[config.mk]
export PLATFORM = sky130hd
export DESIGN_NAME = adpll_lock_monitor
export DESIGN_NICKNAME = d
export VERILOG_FILES = /design/src/rtl/adpll_lock_monitor.sv
export SDC_FILE = /design/constraint.sdc
export NUM_CORES = 1
export LEC_CHECK = 0
export CORE_MARGIN = 2
export CORE_UTILIZATION = 58
export DETAILED_ROUTE_END_ITERATION = 7
export GPL_TIMING_DRIVEN = 0
export PLACE_DENSITY = 0.85
export SYNTH_ARGS = -nofsm -noshare
export SYNTH_HDL_FRONTEND = slang
export SYNTH_SLANG_ARGS = --single-unit
export TNS_END_PERCENT = 1
[constraint.sdc]
create_clock -name fpga_clk_i -period 7.7 [get_ports fpga_clk_i]
set_clock_uncertainty 0.15 [all_clocks]
set_input_delay 1.54 -clock fpga_clk_i [delete_from_list [all_inputs] [get_ports fpga_clk_i]]
set_output_delay 1.54 -clock fpga_clk_i [all_outputs]
set_load 0.005 [all_outputs]
[src/rtl/adpll_lock_monitor.sv]
// Lock observer for the ring ADPLL: counts gen_clk edges per ref_clk period in the
// fpga_clk_i domain and tracks IDLE / ACQUIRE / LOCKED from per-window verdicts.
module adpll_lock_monitor #(
    parameter int DIV_RATIO    = 1,
    parameter int CNT_W        = 8,
    parameter int CNT_TOL      = 0,
    parameter int ERR_TOL      = 4,
    parameter int LOCK_COUNT   = 16,
    parameter int UNLOCK_COUNT = 4
) (
    input  logic             fpga_clk_i,
    input  logic             reset_i,
    input  logic             enable_i,
    input  logic             ref_clk_i,
    input  logic             gen_clk_i,
    input  logic [7:0]       error_i,
    input  logic [4:0]       dco_cc_i,
    output logic             locked_o,
    output logic             lock_lost_o,
    output logic [1:0]       state_o,
    output logic [CNT_W-1:0] gen_count_o,
    output logic             window_good_o
);

    localparam int GOOD_W = $clog2(LOCK_COUNT + 1);
    localparam int BAD_W  = $clog2(UNLOCK_COUNT + 1);
    localparam logic signed [CNT_W:0] DIV_S = (CNT_W + 1)'(DIV_RATIO);

    typedef enum logic [1:0] {
        IDLE    = 2'b00,
        ACQUIRE = 2'b01,
        LOCKED  = 2'b10
    } state_t;

    state_t             state_q, state_d;
    logic [2:0]         ref_sh_q, ref_sh_d;
    logic [2:0]         gen_sh_q, gen_sh_d;
    logic               ref_tick_q, ref_tick_d;
    logic               gen_tick_q, gen_tick_d;
    logic [CNT_W-1:0]   win_cnt_q, win_cnt_d;
    logic [CNT_W-1:0]   gen_count_q, gen_count_d;
    logic               window_good_q, window_good_d;
    logic [GOOD_W-1:0]  good_cnt_q, good_cnt_d;
    logic [BAD_W-1:0]   bad_cnt_q, bad_cnt_d;
    logic               discard_q, discard_d;
    logic               lock_lost_q, lock_lost_d;

    logic [CNT_W-1:0]   win_next;
    logic [8:0]         err_ext, err_abs;
    logic signed [CNT_W:0] cnt_diff;
    logic [CNT_W:0]     cnt_abs;
    logic               good, verdict, lock_hit, unlock_hit;

    // Synchronizer chain: [0] meta, [1] synced, [2] previous synced value.
    always_comb begin
        ref_sh_d   = {ref_sh_q[1:0], ref_clk_i};
        gen_sh_d   = {gen_sh_q[1:0], gen_clk_i};
        ref_tick_d = ref_sh_q[1] & ~ref_sh_q[2];
        gen_tick_d = gen_sh_q[1] & ~gen_sh_q[2];
    end

    always_comb begin
        win_next = win_cnt_q;
        if (gen_tick_q && (win_cnt_q != '1)) begin
            win_next = win_cnt_q + 1'b1;
        end
        err_ext = {error_i[7], error_i};
        err_abs = err_ext[8] ? (~err_ext + 9'd1) : err_ext;
        cnt_diff = $signed({1'b0, win_next}) - DIV_S;
        cnt_abs  = cnt_diff[CNT_W] ? (CNT_W + 1)'(-cnt_diff) : (CNT_W + 1)'(cnt_diff);
        good = (err_abs <= 9'(ERR_TOL))
            && (cnt_abs <= (CNT_W + 1)'(CNT_TOL))
            && (dco_cc_i != 5'b10000) && (dco_cc_i != 5'b01111);
        verdict    = enable_i && ref_tick_q && !discard_q;
        lock_hit   = verdict && (state_q == ACQUIRE) && good
                  && (good_cnt_q == GOOD_W'(LOCK_COUNT - 1));
        unlock_hit = verdict && (state_q == LOCKED) && !good
                  && (bad_cnt_q == BAD_W'(UNLOCK_COUNT - 1));
    end

    always_comb begin
        state_d = state_q;
        if (!enable_i) begin
            state_d = IDLE;
        end else begin
            case (state_q)
                IDLE:    state_d = ACQUIRE;
                ACQUIRE: if (lock_hit) state_d = LOCKED;
                LOCKED:  if (unlock_hit) state_d = ACQUIRE;
                default: state_d = IDLE;
            endcase
        end
        lock_lost_d = unlock_hit;
    end

    // Disable clears everything ahead of any coincident window close.
    always_comb begin
        win_cnt_d     = win_next;
        gen_count_d   = gen_count_q;
        window_good_d = window_good_q;
        good_cnt_d    = good_cnt_q;
        bad_cnt_d     = bad_cnt_q;
        discard_d     = discard_q;
        if (!enable_i) begin
            win_cnt_d     = '0;
            gen_count_d   = '0;
            window_good_d = 1'b0;
            good_cnt_d    = '0;
            bad_cnt_d     = '0;
            discard_d     = 1'b0;
        end else if (state_q == IDLE) begin
            win_cnt_d  = '0;
            good_cnt_d = '0;
            bad_cnt_d  = '0;
            discard_d  = 1'b1;
        end else if (ref_tick_q) begin
            win_cnt_d = '0;
            if (discard_q) begin
                discard_d = 1'b0;
            end else begin
                gen_count_d   = win_next;
                window_good_d = good;
                if (state_q == ACQUIRE) begin
                    if (!good || lock_hit) good_cnt_d = '0;
                    else good_cnt_d = good_cnt_q + 1'b1;
                    if (lock_hit) bad_cnt_d = '0;
                end else if (state_q == LOCKED) begin
                    if (good || unlock_hit) bad_cnt_d = '0;
                    else bad_cnt_d = bad_cnt_q + 1'b1;
                    if (unlock_hit) good_cnt_d = '0;
                end
            end
        end
    end

    always_ff @(posedge fpga_clk_i or posedge reset_i) begin
        if (reset_i) begin
            state_q       <= IDLE;
            ref_sh_q      <= '0;
            gen_sh_q      <= '0;
            ref_tick_q    <= 1'b0;
            gen_tick_q    <= 1'b0;
            win_cnt_q     <= '0;
            gen_count_q   <= '0;
            window_good_q <= 1'b0;
            good_cnt_q    <= '0;
            bad_cnt_q     <= '0;
            discard_q     <= 1'b0;
            lock_lost_q   <= 1'b0;
        end else begin
            state_q       <= state_d;
            ref_sh_q      <= ref_sh_d;
            gen_sh_q      <= gen_sh_d;
            ref_tick_q    <= ref_tick_d;
            gen_tick_q    <= gen_tick_d;
            win_cnt_q     <= win_cnt_d;
            gen_count_q   <= gen_count_d;
            window_good_q <= window_good_d;
            good_cnt_q    <= good_cnt_d;
            bad_cnt_q     <= bad_cnt_d;
            discard_q     <= discard_d;
            lock_lost_q   <= lock_lost_d;
        end
    end

    always_comb begin
        locked_o      = (state_q == LOCKED);
        state_o       = state_q;
        lock_lost_o   = lock_lost_q;
        gen_count_o   = gen_count_q;
        window_good_o = window_good_q;
    end

endmodule

# Yosys cells after proc, flatten, opt, wreduce, memory -nomap -nowiden
# Cells that the tools add are included.
# totals
mem_bits_rw,0
rom_bits,0
register_bits,37
mem_count,0
latchBits,0
out_inout_bits,13
# op_classes
div,0
bitwise_logic,5
n_reduce_logical,21
shifts,0
n_mux,37
eq_ne,17
multipliers,0
addsub,6
n_lt_le_gt_ge,2
# op_table
operator,n
two-way mux 8 bit,8
two-way mux 5 bit,8
two-way mux 3 bit,8
two-way mux 9 bit,2
logical AND 1 bit,12
"adder 9 x 1 -> 9 bit, second input constant",1
"less-or-equal comparator 9 x 1 -> 1 bit, second input constant",1
"less-or-equal comparator 9 x 3 -> 1 bit, second input constant",1
negator 9 bit,1
inverter 9 bit,1
"subtractor 8 x 1 -> 9 bit, second input constant",1
"adder 8 x 1 -> 8 bit, second input constant",1
"inequality test 4 x 1 -> 1 bit, second input constant",2
"inequality test 8 bit, second input constant",1
AND reduction 4 bit,2
two-way mux 1 bit,7
two-way mux 2 bit,3
"inequality test 3 x 2 -> 1 bit, second input constant",2
case mux 2 bit (3 select lines),1
"adder 5 x 1 -> 5 bit, second input constant",1
"equality test 5 x 4 -> 1 bit, second input constant",1
"inequality test 5 x 4 -> 1 bit, second input constant",1
"inequality test 5 bit, second input constant",1
"inequality test 2 bit, second input constant",2
other kinds (15),19

# Logic depth before layout (Yosys ltp)
# Gate-level depths: netlist of the first run.
# depth
ltp_word,21
depth_mapped,13

# Worst setup path after synthesis of the first run
# OpenSTA, ideal clock, no wires.
# synth_path
path_kind,input to register
start,input port error_i[0]
end,register bad_cnt_q[0]
setup_time_ps,130
slack_ps,4294
stages,10
arrival_time_ps,3126
t_required_ps,7420
path_cell_list,inv_1 > ha_1 > nor2_1 > nor3_1 > o31ai_1 > nand4_1 > a2111oi_4 > o211ai_4 > o31ai_2 > o21ai_1
# synth_between
elab_chain_cells,18
# synth_rtl
element,line_no,source
start: declaration,16,"input logic [7:0] error_i,"
inverter 9 bit,68,err_abs = err_ext[8] ? (~err_ext + 9'd1) : err_ext;
adder 9 x 1 -> 9 bit,68,
two-way mux 9 bit (*),68,
less-or-equal comparator 9 x 3 -> 1 bit (*),71,good = (err_abs <= 9'(ERR_TOL))
logical AND 1 bit (*),72,&& (cnt_abs <= (CNT_W + 1)'(CNT_TOL))
logical AND 1 bit (*) (2 in a row),73,&& (dco_cc_i != 5'b10000) && (dco_cc_i != 5'b01111);
logical NOT 1 bit,77,unlock_hit = verdict && (state_q == LOCKED) && !good
logical AND 1 bit,77,
logical AND 1 bit,78,&& (bad_cnt_q == BAD_W'(UNLOCK_COUNT - 1));
logical OR 1 bit,128,if (good || unlock_hit) bad_cnt_d = '0;
two-way mux 3 bit,128,
two-way mux 3 bit,127,end else if (state_q == LOCKED) begin
two-way mux 3 bit,123,if (state_q == ACQUIRE) begin
two-way mux 3 bit,118,if (discard_q) begin
two-way mux 3 bit,116,end else if (ref_tick_q) begin
two-way mux 3 bit,111,end else if (state_q == IDLE) begin
two-way mux 3 bit,104,if (!enable_i) begin
end signal: assignment,160,bad_cnt_q <= bad_cnt_d;
end: declaration,44,"logic [BAD_W-1:0] bad_cnt_q, bad_cnt_d;"
# Every way passes the cells marked *; elsewhere a longest branch is shown, timed or not. The select of a mux whose other input is x is not followed.
# A chain may end at the register's enable or synchronous reset.

# Final worst setup path of the first run
# layout_path
start,input port error_i[0]
end,register bad_cnt_q[2]
# Same word-level chain as after synthesis.

==> results of run 1 <==
==> stage by stage <==
step / total power, mW / setup WS, ns / cell area (µm²)
5_1_grt: 0.364 / 3.61 / 2540
2_1_floorplan: 0.228 / 4.29 / 2100
3_3_place_gp: 0.244 / 3.45 / 2460
3_5_place_dp: 0.247 / 3.41 / 2480
6_report: 0.348 / 3.75 / 2540
4_1_cts: 0.350 / 3.77 / 2540
==> cell families (layout without fill, tap and decap cells) <==
| logic type | count (synthesis) | after routing | synth area share (%) |
|---|---|---|---|
| and+or+nand+nor | 94 | 94 | 24.7 |
| AOI/OAI and AO/OA | 58 | 58 | 19.9 |
| DFF | 37 | 37 | 44.1 |
| buffers and inverters | 17 | 55 | 4.00 |
| adders and majority gates | 9 | 9 | 5.37 |
| xor gates and xnor gates | 2 | 2 | 0.835 |
| muxes | 2 | 2 | 1.01 |
==> cells in the mapped netlist (2+ instances only) <==
master | n | area share [%]
o21ai_1 | 9 | 2.1
ha_1 | 9 | 5.4
a21o_1 | 2 | 0.72
o21a_1 | 3 | 1.1
inv_1 | 11 | 2.0
nand3_2 | 2 | 0.95
nor2b_1 | 7 | 2.1
nand2b_1 | 4 | 1.2
nand2_1 | 20 | 3.6
nor2_1 | 19 | 3.4
dfrtp_1 | 37 | 44
buf_6 | 2 | 1.1
nand4b_1 | 3 | 1.3
a31oi_1 | 2 | 0.60
nand3_1 | 9 | 2.1
nand4_1 | 6 | 1.8
a22o_1 | 2 | 0.83
o211ai_1 | 2 | 0.72
and3_1 | 6 | 1.8
nor3_2 | 2 | 0.95
clkbuf_1 | 2 | 0.36
o21ai_0 | 13 | 3.1
a21oi_1 | 9 | 2.1
nor3_1 | 4 | 0.95
==> power breakdown <==
group | leakage, nW | internal (mW) | switching (mW)
combinational | 0.564 | 0.0209 | 0.0230
clock | 0.0314 | 0.0431 | 0.0619
sequential | 0.497 | 0.197 | 0.00191
==> path summary, 6_finish.rpt <==
kind | startpoint | endpoint | slack [ns] | cells past startpoint
max in group asynchronous | reset_i | win_cnt_q[2] | 5.47 | 3
min in group asynchronous | reset_i | good_cnt_q[3] | 1.40 | 2
max reg2reg | win_cnt_q[0] | bad_cnt_q[2] | 4.27 | 11
min | gen_sh_q[0] | gen_sh_q[1] | 0.21 | 0
max | error_i[0] | bad_cnt_q[2] | 3.75 | 11
min reg2reg | gen_sh_q[0] | gen_sh_q[1] | 0.21 | 0
==> cell usage in the layout (no fill, tap or decap), types with 2 or more instances in the layout <==
master,count
a31oi_1,2
clkdlybuf4s50_1,30
nand2b_1,4
and3_1,6
o21ai_0,13
o21ai_1,9
nor3_1,4
nand4b_1,3
nor2b_1,7
nand3_2,2
o21a_1,3
clkbuf_4,6
clkbuf_1,3
a22o_1,2
a21o_1,2
nor3_2,2
buf_6,2
o211ai_1,2
a21oi_1,9
nand4_1,6
nand2_1,20
inv_1,11
nor2_1,19
nand3_1,9
ha_1,9
dfrtp_1,37
==> sequential cells by signal, summed over array words and instances (netlist names) <==
| signal | flops |
|---|---|
| good_cnt_q | 5 |
| ref_sh_q | 3 |
| lock_lost_o | 1 |
| ref_tick_q | 1 |
| state_o | 2 |
| window_good_o | 1 |
| gen_count_o | 8 |
| gen_sh_q | 3 |
| bad_cnt_q | 3 |
| win_cnt_q | 8 |
| discard_q | 1 |
| gen_tick_q | 1 |
==> per-layer routing <==
| metal | track usage, % | vias up | routed length (µm) |
|---|---|---|---|
| met4 | 10.4 | 0 | 70 |
| li1 | - | 867 | - |
| met5 | 0 | - | 0 |
| met2 | 38.8 | 39 | 2020 |
| met3 | 4.05 | 8 | 175 |
| met1 | 30.6 | 828 | 1950 |
==> layout make-up <==
class / instances / area (µm²)
inverter: 11 / 41.3
tap: 46 / 57.6
buffer: 6 / 42.5
multi-input combinational: 165 / 1090
timing repair buffer: 31 / 328
clock buffer: 7 / 55.1
sequential: 37 / 926
fill: 256 / 877
==> key figures, run 1 <==
Run status
  – Status: finished clean

Clock tree
  – Resized Gates After CTS: 0
  – Clock sinks: 37
  – TritonCTS Buffers: 5
  – H-Tree Depth: 2
  – Cts hold-fix bufs: 0
  – Worst-case clock buffer depth: 2
  – Post-CTS setup buffers: 0
  – Clock root buffer: clkbuf_4
  – CTS tree: done
  – Clk pin slew, worst setup/hold paths: about 0.10 ns
  – Clk_lat worst skew: between 0.3 and 0.4 ns

Routing
  – Initial DRC count: 118
  – Detailed-route via count: 1742
  – Final antenna-violating net count: 0
  – Residual DRC: 0
  – Pre-antenna DRT Iters: 4
  – WL per Instance: around 14 µm
  – Final wirelength: 4220 µm
  – Post-DR vias/cell: roughly 5.7

Floorplanning
  – Die area: around 4000 µm²
  – Die height: roughly 64 µm
  – Core Footprint: 3420 µm²
  – # IOs: 31
  – Initial cell density of the core: 61.4%
  – Die X: approximately 64 µm
  – # rows: 21

Yosys
  – EDFF count, synth: 0
  – Top_reg_cell synth: dfrtp_1
  – Mapped Area: about 2100 µm²
  – Ys async rst share: 100%
  – Syn_area_per_cell: roughly 9.6 µm²
  – Post-synthesis sequential area ratio: between 40 and 50%
  – Net Count, Synth: between 200 and 250
  – Synth unique cells: 58
  – Synthesis-stage register bit count: 37
  – Yosys warning total: 0
  – Post-synthesis cell count: 219

Critical path
  – Crit-path max FO: 5
  – Delay of the slowest critical-path stage: approximately 0.55 ns
  – CP bufs+invs: 2
  – Startpoint types: primary input
  – Top cell family by delay on the critical path: compound AO/OA/AOI/OAI gates
  – Crit. End Element: flop
  – Max stage delay cell, worst path: clkdlybuf4s50_1
  – Cells along the critical path: clkdlybuf4s50_1 -> inv_1 -> ha_1 -> nor2_1 -> nor3_1 -> o31ai_1 -> nand4_1 -> a2111oi_4 -> o211ai_4 -> o31ai_2 -> o21ai_1
  – Worst EP required: 7.78 ns
  – Kind of critical path: primary input to flop
  – Worst EP arrival: between 4 and 5 ns

Power and ir drop
  – VDD IR max: ~100 µV
  – P_leak: between 1 and 1.5 nW
  – Power Density: 137 nW/µm²

Timing
  – Final hold viol count: 0
  – Final-report max-slew violation count: 0
  – # setup viols final: 0
  – Fin Hold WS: ~0.21 ns
  – Min cycle time layout: slightly below 4 ns
  – Final period util: 51.2%
  – Fmax: around 0.25 GHz
  – Worst slew margin: between 50% and 60%
  – Unrepaired setup endpoints after global routing: false
  – Actual slew at the worst max-slew pin: 0.607 ns
  – Setup TNS: 0 ns

GRT
  – Antenna violations before repair: 0
  – Vias in the first global route: 1732
  – Gr ovfl total: 0
  – Pin count of the biggest net entering global routing: 25
  – Global-route wire length before repair: around 7500 µm
  – Overall Global Routing Usage: between 20% and 30%

Min path
  – Worst Hold Class: flop to flop

Place
  – Gpl congestion: roughly 0.87
  – HPWL after detailed placement: between 3000 and 4000 µm
  – Placed Cells incl. Taps: around 300
  – Buffers on Ports: 30

Finish
  – Final Non-Filler Cells: 303
  – Layout cells sized above 1: roughly 11%
  – Final Util: approximately three quarters
  – Area delta synth->final: 21.0%
  – Inserted Diodes: 0
  – Final nets: around 280

Run
  – Max-Cap Viols: 0
Power figures use the tool's default switching activity.
==> inputs of run 2 (changes only) <==
--- a/config.mk
+++ b/config.mk
@@ -6,10 +6,10 @@
 export NUM_CORES = 1
 export LEC_CHECK = 0
 export CORE_MARGIN = 2
-export CORE_UTILIZATION = 58
+export CORE_UTILIZATION = 49
 export DETAILED_ROUTE_END_ITERATION = 7
 export GPL_TIMING_DRIVEN = 0
-export PLACE_DENSITY = 0.85
+export PLACE_DENSITY = 0.76
 export SYNTH_ARGS = -nofsm -noshare
 export SYNTH_HDL_FRONTEND = slang
 export SYNTH_SLANG_ARGS = --single-unit
==> constraint.sdc (replaced) <==
create_clock -name fpga_clk_i -period 3.43 [get_ports fpga_clk_i]
set_clock_uncertainty 0.15 [all_clocks]
set_input_delay 0.686 -clock fpga_clk_i [delete_from_list [all_inputs] [get_ports fpga_clk_i]]
set_output_delay 0.686 -clock fpga_clk_i [all_outputs]
set_load 0.005 [all_outputs]
==> run 2 against run 1 <==
Sequential power is 130% higher. Register-to-register slack worse by 4.1 ns. Final area increased by 3.9%. Largest power group unchanged.
==> key figures, run 2 (synthesized netlist as in run 1, its figures left out) <==
Run status
  – Status: finished clean (unchanged)

Clock tree
  – CTS tree: done (unchanged)
  – Clk_lat worst skew: 0.28 ns (was 0.35 ns)
  – H-Tree Depth: 2 (unchanged)
  – Clock sinks: 37 (unchanged)
  – Clock root buffer: clkbuf_8 (was clkbuf_4)
  – Clk pin slew, worst setup/hold paths: 0.06 ns (was 0.10 ns)
  – Worst-case clock buffer depth: 2 (unchanged)
  – TritonCTS Buffers: 5 (unchanged)

Timing
  – Final-report max-slew violation count: 0 (unchanged)
  – Actual slew at the worst max-slew pin: 0.627 ns (was 0.607 ns)
  – Worst slew margin: 58.2% (was 59.5%)
  – Final period util: ~96%
  – Fmax: 0.304 GHz
  – Final hold viol count: 0 (unchanged)
  – Min cycle time layout: between 3 and 4 ns
  – Setup TNS: 0 ns (unchanged)
  – Final WS setup: 0.140 ns (was 3.75 ns)
  – # setup viols final: 0 (unchanged)

Critical path
  – Reg2reg path depth: 11 (unchanged)
  – Worst EP required: 3.44 ns (was 7.78 ns)
  – R2R Path Start: win_cnt_q[1] (was win_cnt_q[0])
  – CP endpoint: bad_cnt_q[2] (unchanged)
  – Reg2reg setup slack: 0.14 ns (was 4.27 ns)
  – Worst Setup SP: win_cnt_q[1] (was error_i[0])
  – Crit-path max FO: 7 (was 5)
  – Worst EP arrival: 3.30 ns (was 4.02 ns)
  – Kind of critical path: flop to flop (was primary input to flop)
  – Crit. End Element: flop (unchanged)
  – Startpoint types: flop (was primary input)
  – Worst R2R End: bad_cnt_q[2] (unchanged)

GRT
  – Global-route wire length before repair: 7530 µm (was 7470 µm)
  – Antenna violations before repair: 0 (unchanged)
  – Pin count of the biggest net entering global routing: 24 (was 25)
  – Overall Global Routing Usage: 19.2% (was 23.6%)
  – Vias in the first global route: 1703 (was 1732)
  – Gr ovfl total: 0 (unchanged)

Place
  – DP Worst Slack: -0.00311 ns (was 3.41 ns)
  – DP Area: 2490 µm² (was 2480 µm²)
  – Buffers on Ports: 30 (unchanged)
  – Gpl congestion: 0.873 (was 0.874)
  – Placed Cells incl. Taps: 300 (was 296)
  – HPWL after detailed placement: 3140 µm (was 3190 µm)

Finish
  – Final Instance Area: 2640 µm² (was 2540 µm²)
  – Commonest non-fill, non-tap cell in the layout: dfrtp_1 (unchanged)
  – Final Util: 65.0% (was 74.3%)
  – Inserted Diodes: 0 (unchanged)
  – Final Non-Filler Cells: 310 (was 303)
  – Final nets: 287 (was 284)
  – Layout cells sized above 1: 13.5% (was 10.9%)
  – Fill count: 326 (was 256)
  – Area delta synth->final: 25.8% (was 21.0%)
  – Commonest non-fill, non-tap cells in the layout: dfrtp_1, clkdlybuf4s50_1, nand2_1, nor2_1, o21ai_0 (unchanged)

Floorplanning
  – Initial cell density of the core: 51.7% (was 61.4%)
  – Die X: 69.4 µm (was 64.1 µm)
  – Die area: 4820 µm² (was 4110 µm²)
  – Die height: 69.4 µm (was 64.1 µm)
  – # rows: 23 (was 21)
  – Core Footprint: 4060 µm² (was 3420 µm²)
  – # IOs: 31 (unchanged)

Power and ir drop
  – Reg power frac: 52.6% (was 57.2%)
  – VDD IR max: 352 µV (was 102 µV)
  – Power Density: 322 nW/µm² (was 137 nW/µm²)
  – Int Pwr: 652 µW (was 261 µW)
  – Sw Share: 23.4% (was 24.9%)
  – P_leak: 1.12 nW (was 1.09 nW)
  – NetSw: 199 µW (was 86.8 µW)
  – Combinational share of power: 12.0% (was 12.6%)
  – Clk pwr share: 35.3% (was 30.2%)

Routing
  – Post-DR vias/cell: 5.55 (was 5.75)
  – Pre-antenna DRT Iters: 4 (unchanged)
  – Initial DRC count: 100 (was 118)
  – Final wirelength: 4290 µm (was 4220 µm)
  – Final antenna-violating net count: 0 (unchanged)
  – Detailed-route via count: 1722 (was 1742)
  – Residual DRC: 0 (unchanged)
  – WL per Instance: 13.8 µm (was 13.9 µm)

Min path
  – Worst Hold Class: flop to flop (unchanged)

Run
  – Max-Cap Viols: 0 (unchanged)
-- run 2: critical path, cell delays in order (launching register included) --
cell and delay (ns):
dfrtp_1 0.43, ha_1 0.26, nand3_2 0.18, o21ai_4 0.29, mux2i_4 0.33, ha_1 0.18, clkbuf_4 0.18, nand3_2 0.09
a2111oi_4 0.44, o211ai_4 0.19, o31ai_4 0.32, o21ai_1 0.13
-- run 2: per-layer routing --
| layer | track usage, % | routed length [µm] |
|---|---|---|
| met3 | 4.65 | 165 |
| met2 | 31.0 | 2010 |
| met1 | 25.7 | 2080 |
| met5 | 0 | 0 |
| met4 | 5.66 | 39 |
-- run 2: how the worst min path moves through the flow --
stage                     start          end  slack [ns]  cells past startpoint
detailed placement  gen_sh_q[0]  gen_sh_q[1]        0.19                      0
global route        gen_sh_q[0]  gen_sh_q[1]        0.21                      0
finish              gen_sh_q[0]  gen_sh_q[1]        0.20                      0
CTS                 ref_sh_q[0]  ref_sh_q[1]        0.20                      0
global placement    gen_sh_q[0]  gen_sh_q[1]        0.19                      0
floorplan           gen_sh_q[0]  gen_sh_q[1]        0.18                      0
-- run 2: per-stage QoR --
step / power [mW] / hold slack (ns)
global route: 0.891 / 0.207
detailed placement: 0.554 / 0.189
finish: 0.851 / 0.200
CTS: 0.853 / 0.202
global placement: 0.548 / 0.186
floorplan: 0.513 / 0.181
-- run 2: area by class of cell --
class	count	area (µm²)	share of cell area [%]
Multi-Input combinational cell	165	1130	42.8
Sequential cell	37	927	35.1
Timing Repair Buffer	34	350	13.3
Clock buffer	7	86.3	3.27
Tap cell	50	62.6	2.37
Buffer	6	42.5	1.61
Inverter	11	41.3	1.56
-- run 2: what timing repair did --
| item | in CTS | in global routing |
|---|---|---|
| setup buffers | 3 | 0 |
| pin swaps | 0 | 0 |
| hold buffers | 0 | 0 |
| endpoints found under the setup margin | 3 | 8 |
| resized for setup | 1 | 6 |
-- run 2: power groups by stage --
stage	clock, mW	sequential, mW	combinational, mW
floorplan	0	0.454	0.0582
global placement	0	0.455	0.0932
detailed placement	0	0.455	0.0989
CTS	0.306	0.447	0.101
global route	0.329	0.448	0.114
finish	0.300	0.448	0.102
==> patch 1: new RTL, config.mk and constraints of run 1 <==
The parameter `CNT_W` goes from 8 to 10.
--- a/src/rtl/adpll_lock_monitor.sv
+++ b/src/rtl/adpll_lock_monitor.sv
@@ -4,3 +4,3 @@
     parameter int DIV_RATIO    = 1,
-    parameter int CNT_W        = 8,
+    parameter int CNT_W        = 10,
     parameter int CNT_TOL      = 0,
Ports: changed (resized gen_count_o); port bits go from 31 to 33. No check against the original RTL was run, so the function may have changed too.
==> patch 1 against run 1 <==
  * Setup slack worse by 840 ps
  * Die area up 14%
  * Sequential cell count up 4
  * Final area up 14%
  * Via count up 19%
  * Routed wire length up 16%
  * Sequential power up 11%
  * Area after synthesis up 14%
  * Power up 26%
  * Register-to-register slack worse by 870 ps
  * Clock power up 69%
  * Largest power group unchanged
==> patch 1: results (changes against run 1) <==
- Post-place setup slack: 2616 ps (was 3411 ps)
- Syn. warnings: 0 (unchanged)
- Via-per-instance ratio: 6.023 (was 5.749)
- Worst skew pair latency: 300 ps (was 350 ps)
- Mapped Cells: 254 (was 219)
- Final Wtd Congestion: 0.8688 (was 0.8742)
- Layout cells sized above 1: 0.09864 (was 0.1089)
- Critical path arrival: 4830 ps (was 4020 ps)
- CTS Root Cell: clkbuf_8 (was clkbuf_4)
- Placed cell areas: 2785 um2 (was 2484 um2)
- CP Max Fanout: 10 (was 5)
- Worst Hold Class: reg -> reg (unchanged)
- Total wire length: 4.918 mm (was 4.223 mm)
- Htree depth: 2 (unchanged)
- Final HPWL DP: 3.586 mm (was 3.189 mm)
- Leak: 0.001212 uW (was 0.001092 uW)
- Clock transition at the registers of the reported paths: 80 ps (was 100 ps)
- # nets final: 319 (was 284)
- Number of DRC markers in iteration 0: 140 (was 118)
- Status: finished clean (unchanged)
- Slew HR: 0.4520 (was 0.5948)
- Netlist cell types: 57 (was 58)
- PwrDens: 151.5 nW/um2 (was 137.1 nW/um2)
- Sequential element share of the synthesized area: 0.4271 (was 0.4413)
- Port bufs: 32 (was 30)
- Placed cell count: 336 (was 296)
- Synth top area cells: dfrtp_1, nand2_1, ha_1 (was dfrtp_1, ha_1, nand2_1)
- Vias in the first global route: 1859 (was 1732)
- Max IR drop VDD: 0.1517 mV (was 0.1022 mV)
- Largest net degree at the start of global routing: 42 (was 25)
- Count leader, synth: dfrtp_1 (unchanged)
- Syn Nets: 280 (was 246)
- Most frequent cells after synthesis: dfrtp_1, nand2_1, o21ai_0, nor2_1, inv_1 (was dfrtp_1, nand2_1, nor2_1, o21ai_0, inv_1)
- Fillers: 313 (was 256)
- Cts bufs inserted: 5 (unchanged)
- Routed wire per std cell: 14.30 um (was 13.94 um)
- N_diodes: 0 (unchanged)
- GRT Resource Usage Total: 0.2332 (was 0.2356)
- First-pass GRT wire length: 8.135 mm (was 7.472 mm)
patch 1: cell families after synthesis:
group | after synthesis | synth area share
xor+xnor | 3 | 0.01094
simple gates | 113 | 0.2687
mux | 8 | 0.03698
compound gates | 57 | 0.1708
buf+inv | 24 | 0.04375
flops | 41 | 0.4271
fa+ha+maj | 8 | 0.04167
patch 1: layout make-up:
| type | instances | area (um2) | share of cell area |
|---|---|---|---|
| Sequential cell | 41 | 1026 | 0.3538 |
| Inverter | 15 | 56.30 | 0.01941 |
| Clock buffer | 5 | 68.82 | 0.02373 |
| Tap cell | 50 | 62.56 | 0.02157 |
| Clock inverter | 3 | 46.29 | 0.01596 |
| Timing Repair Buffer | 32 | 320.3 | 0.1104 |
| Multi-Input combinational cell | 189 | 1271 | 0.4383 |
| Buffer | 9 | 48.80 | 0.01682 |
patch 1: path summary, 6_finish.rpt:
path                              start        endpoint  slack, ps  cells after the start
hold reg to reg             ref_sh_q[0]     ref_sh_q[1]        210                      0
hold / removal              ref_sh_q[0]     ref_sh_q[1]        210                      0
max in group asynchronous       reset_i  gen_count_o[9]       5310                      2
setup / recovery             error_i[0]   good_cnt_q[3]       2910                     12
setup reg to reg           win_cnt_q[0]   good_cnt_q[3]       3400                     14
min in group asynchronous       reset_i   good_cnt_q[2]       1570                      2
patch 1: per-stage QoR:
step / util / hold WS, ps
floorplan: - / 181.2
global placement: 0.6963 / 183.4
detailed placement: 0.6963 / 191.8
CTS: 0.7251 / 211.5
global route: 0.7251 / 223.1
finish: 0.7251 / 209.5
patch 1: power by group:
| group | internal [uW] | switching (uW) | leakage, uW | total (uW) |
|---|---|---|---|---|
| sequential | 218 | 2.17 | 0.000553 | 220 |
| combinational | 19.6 | 22.2 | 0.000604 | 41.7 |
| clock | 97.0 | 80.4 | 0.0000543 | 177 |
patch 1: critical path, stage by stage:
cell             delay [ps]
clkdlybuf4s50_1         520
inv_1                    70
ha_1                    300
a21boi_0                170
o221ai_1                120
o22ai_1                 100
or4b_1                  470
nor4_1                  310
nand4_2                 300
o31ai_2                 630
or4b_1                  210
nand3_1                  70
patch 1: per-layer routing:
layer  global-route usage  wire (um)  up-vias
met5                    0          0        -
met4              0.08750         72        0
met3              0.07237        332        9
met2               0.3507       2272       80
met1               0.3154       2240      978
li1                     -          -     1005
==> patch 2: new RTL, flow settings as in run 1 <==
Without the edit above. Make the reset (`reset_i`) synchronous in one clocked block.
--- a/src/rtl/adpll_lock_monitor.sv
+++ b/src/rtl/adpll_lock_monitor.sv
@@ -135,3 +135,3 @@
 
-    always_ff @(posedge fpga_clk_i or posedge reset_i) begin
+    always_ff @(posedge fpga_clk_i) begin
         if (reset_i) begin
Formal check against the unedited RTL: differs if reset_i is asserted again (counterexample within 4 cycles, from zero or initial values and one cycle with reset_i high); with reset_i held inactive, the same outputs for 10 cycles.
==> patch 2 against run 1 <==
  * Power shrank 3.3%
  * Critical path type unchanged
  * Final area shrank 4.3%
  * Critical path depth shrank 3
  * Area after synthesis shrank 4.4%
  * Count of clock-buffer cells in the layout shrank 1
  * Sequential cell count is the same
  * Routed wire length shrank 6.9%
  * Setup slack gained 160 ps
==> patch 2: results (changes against run 1) <==
- Routed wire per std cell: 12.81 um (was 13.94 um)
- Largest net degree at the start of global routing: 13 (was 25)
- Worst Tran Pin Value: 503.5 ps (was 607.2 ps)
- Syn Nets: 253 (was 246)
- Placed cell count: 299 (was 296)
- Routed length on met2: 1.903 mm (was 2.024 mm)
- # Post-CTS Setup Buffers: 0 (unchanged)
- CP Max Fanout: 6 (was 5)
- Status: finished clean (unchanged)
- Layout cells sized above 1: 0.1073 (was 0.1089)
- Sequential element share of the synthesized area: 0.3693 (was 0.4413)
- Resized Gates After CTS: 0 (unchanged)
- Vias in the first global route: 1574 (was 1732)
- Mapped Cells: 223 (was 219)
- N_diodes: 0 (unchanged)
- Clock transition at the registers of the reported paths: 110 ps
- Most frequent cells after synthesis: dfxtp_1, nor2_1, nand2_1, inv_1, nor2b_1 (was dfrtp_1, nand2_1, nor2_1, o21ai_0, inv_1)
- Worst Reg-to-Reg Cells: 10 (was 11)
- Met3 GRT Util: 0.05225 (was 0.04049)
- Via Count: 1698 (was 1742)
- Asr flop ratio synth: 0 (was 1.000)
- Final HPWL DP: 2.994 mm (was 3.189 mm)
- # nets final: 290 (was 284)
- Htree depth: 2 (unchanged)
- Number of DRC markers in iteration 0: 95 (was 118)
- CP top delay family: simple AND/OR/NAND/NOR gates (was compound AO/OA/AOI/OAI gates)
- Worst skew pair latency: 350 ps (about the same)
- Wire length on met3: 146 um (was 175 um)
- First-pass GRT wire length: 6.810 mm (was 7.472 mm)
- GRT Resource Usage Total: 0.2166 (was 0.2356)
- Met2 usage: 0.3777 (was 0.3880)
- Synth top area cells: dfxtp_1, ha_1, nor2_1 (was dfrtp_1, ha_1, nand2_1)
- CP max stage cell: or4_1 (was clkdlybuf4s50_1)
- Final Wtd Congestion: 0.8286 (was 0.8742)
- Fmax: 264.5 MHz (was 253.5 MHz)
- Post-place setup slack: 3541 ps (was 3411 ps)
- Post-Layout Cell Count: 307 (was 303)
- GRT met1 Usage: 0.2570 (was 0.3056)
- 1st-pass router iterations: 4 (unchanged)
- Netlist cell types: 57 (was 58)
- Hold Path Stages: 1 (was 0)
- Worst Hold Class: reg -> reg (unchanged)
- Top_reg_cell synth: dfxtp_1 (was dfrtp_1)
- Max IR drop VDD: 0.1265 mV (was 0.1022 mV)
- Leak: 0.0008899 uW (was 0.001092 uW)
- M1 WL: 1.833 mm (was 1.952 mm)
- Placed cell areas: 2364 um2 (was 2484 um2)
## patch 2: cell type report
type,instances,area (um2)
buffer,4,30.03
inverter,15,56.30
multi-input combinational,167,1179
fill,269,908.4
sequential,37,740.7
tap,46,57.56
timing repair buffer,30,300.3
clock inverter,2,13.76
clock buffer,6,51.30
## patch 2: final timing paths
kind	end	slack, ps	start
setup / recovery	state_o[0]	3920	error_i[7]
hold / removal	ref_tick_q	240	ref_sh_q[2]
setup reg to reg	state_o[0]	4270	win_cnt_q[0]
hold reg to reg	ref_tick_q	240	ref_sh_q[2]
## patch 2: cell families (layout without fill, tap and decap cells)
group	after synthesis	count (layout)	share of synthesized area
fa+ha+maj	12	12	0.07486
simple gates	97	97	0.2626
mux	4	4	0.02308
flops	37	37	0.3693
xor+xnor	4	4	0.01747
buf+inv	19	57	0.04304
compound gates	50	50	0.2096
## patch 2: power breakdown
group,switching (uW),internal (uW)
combinational,16.1,17.3
clock,63.6,44.5
sequential,1.35,194
total,81.0,256
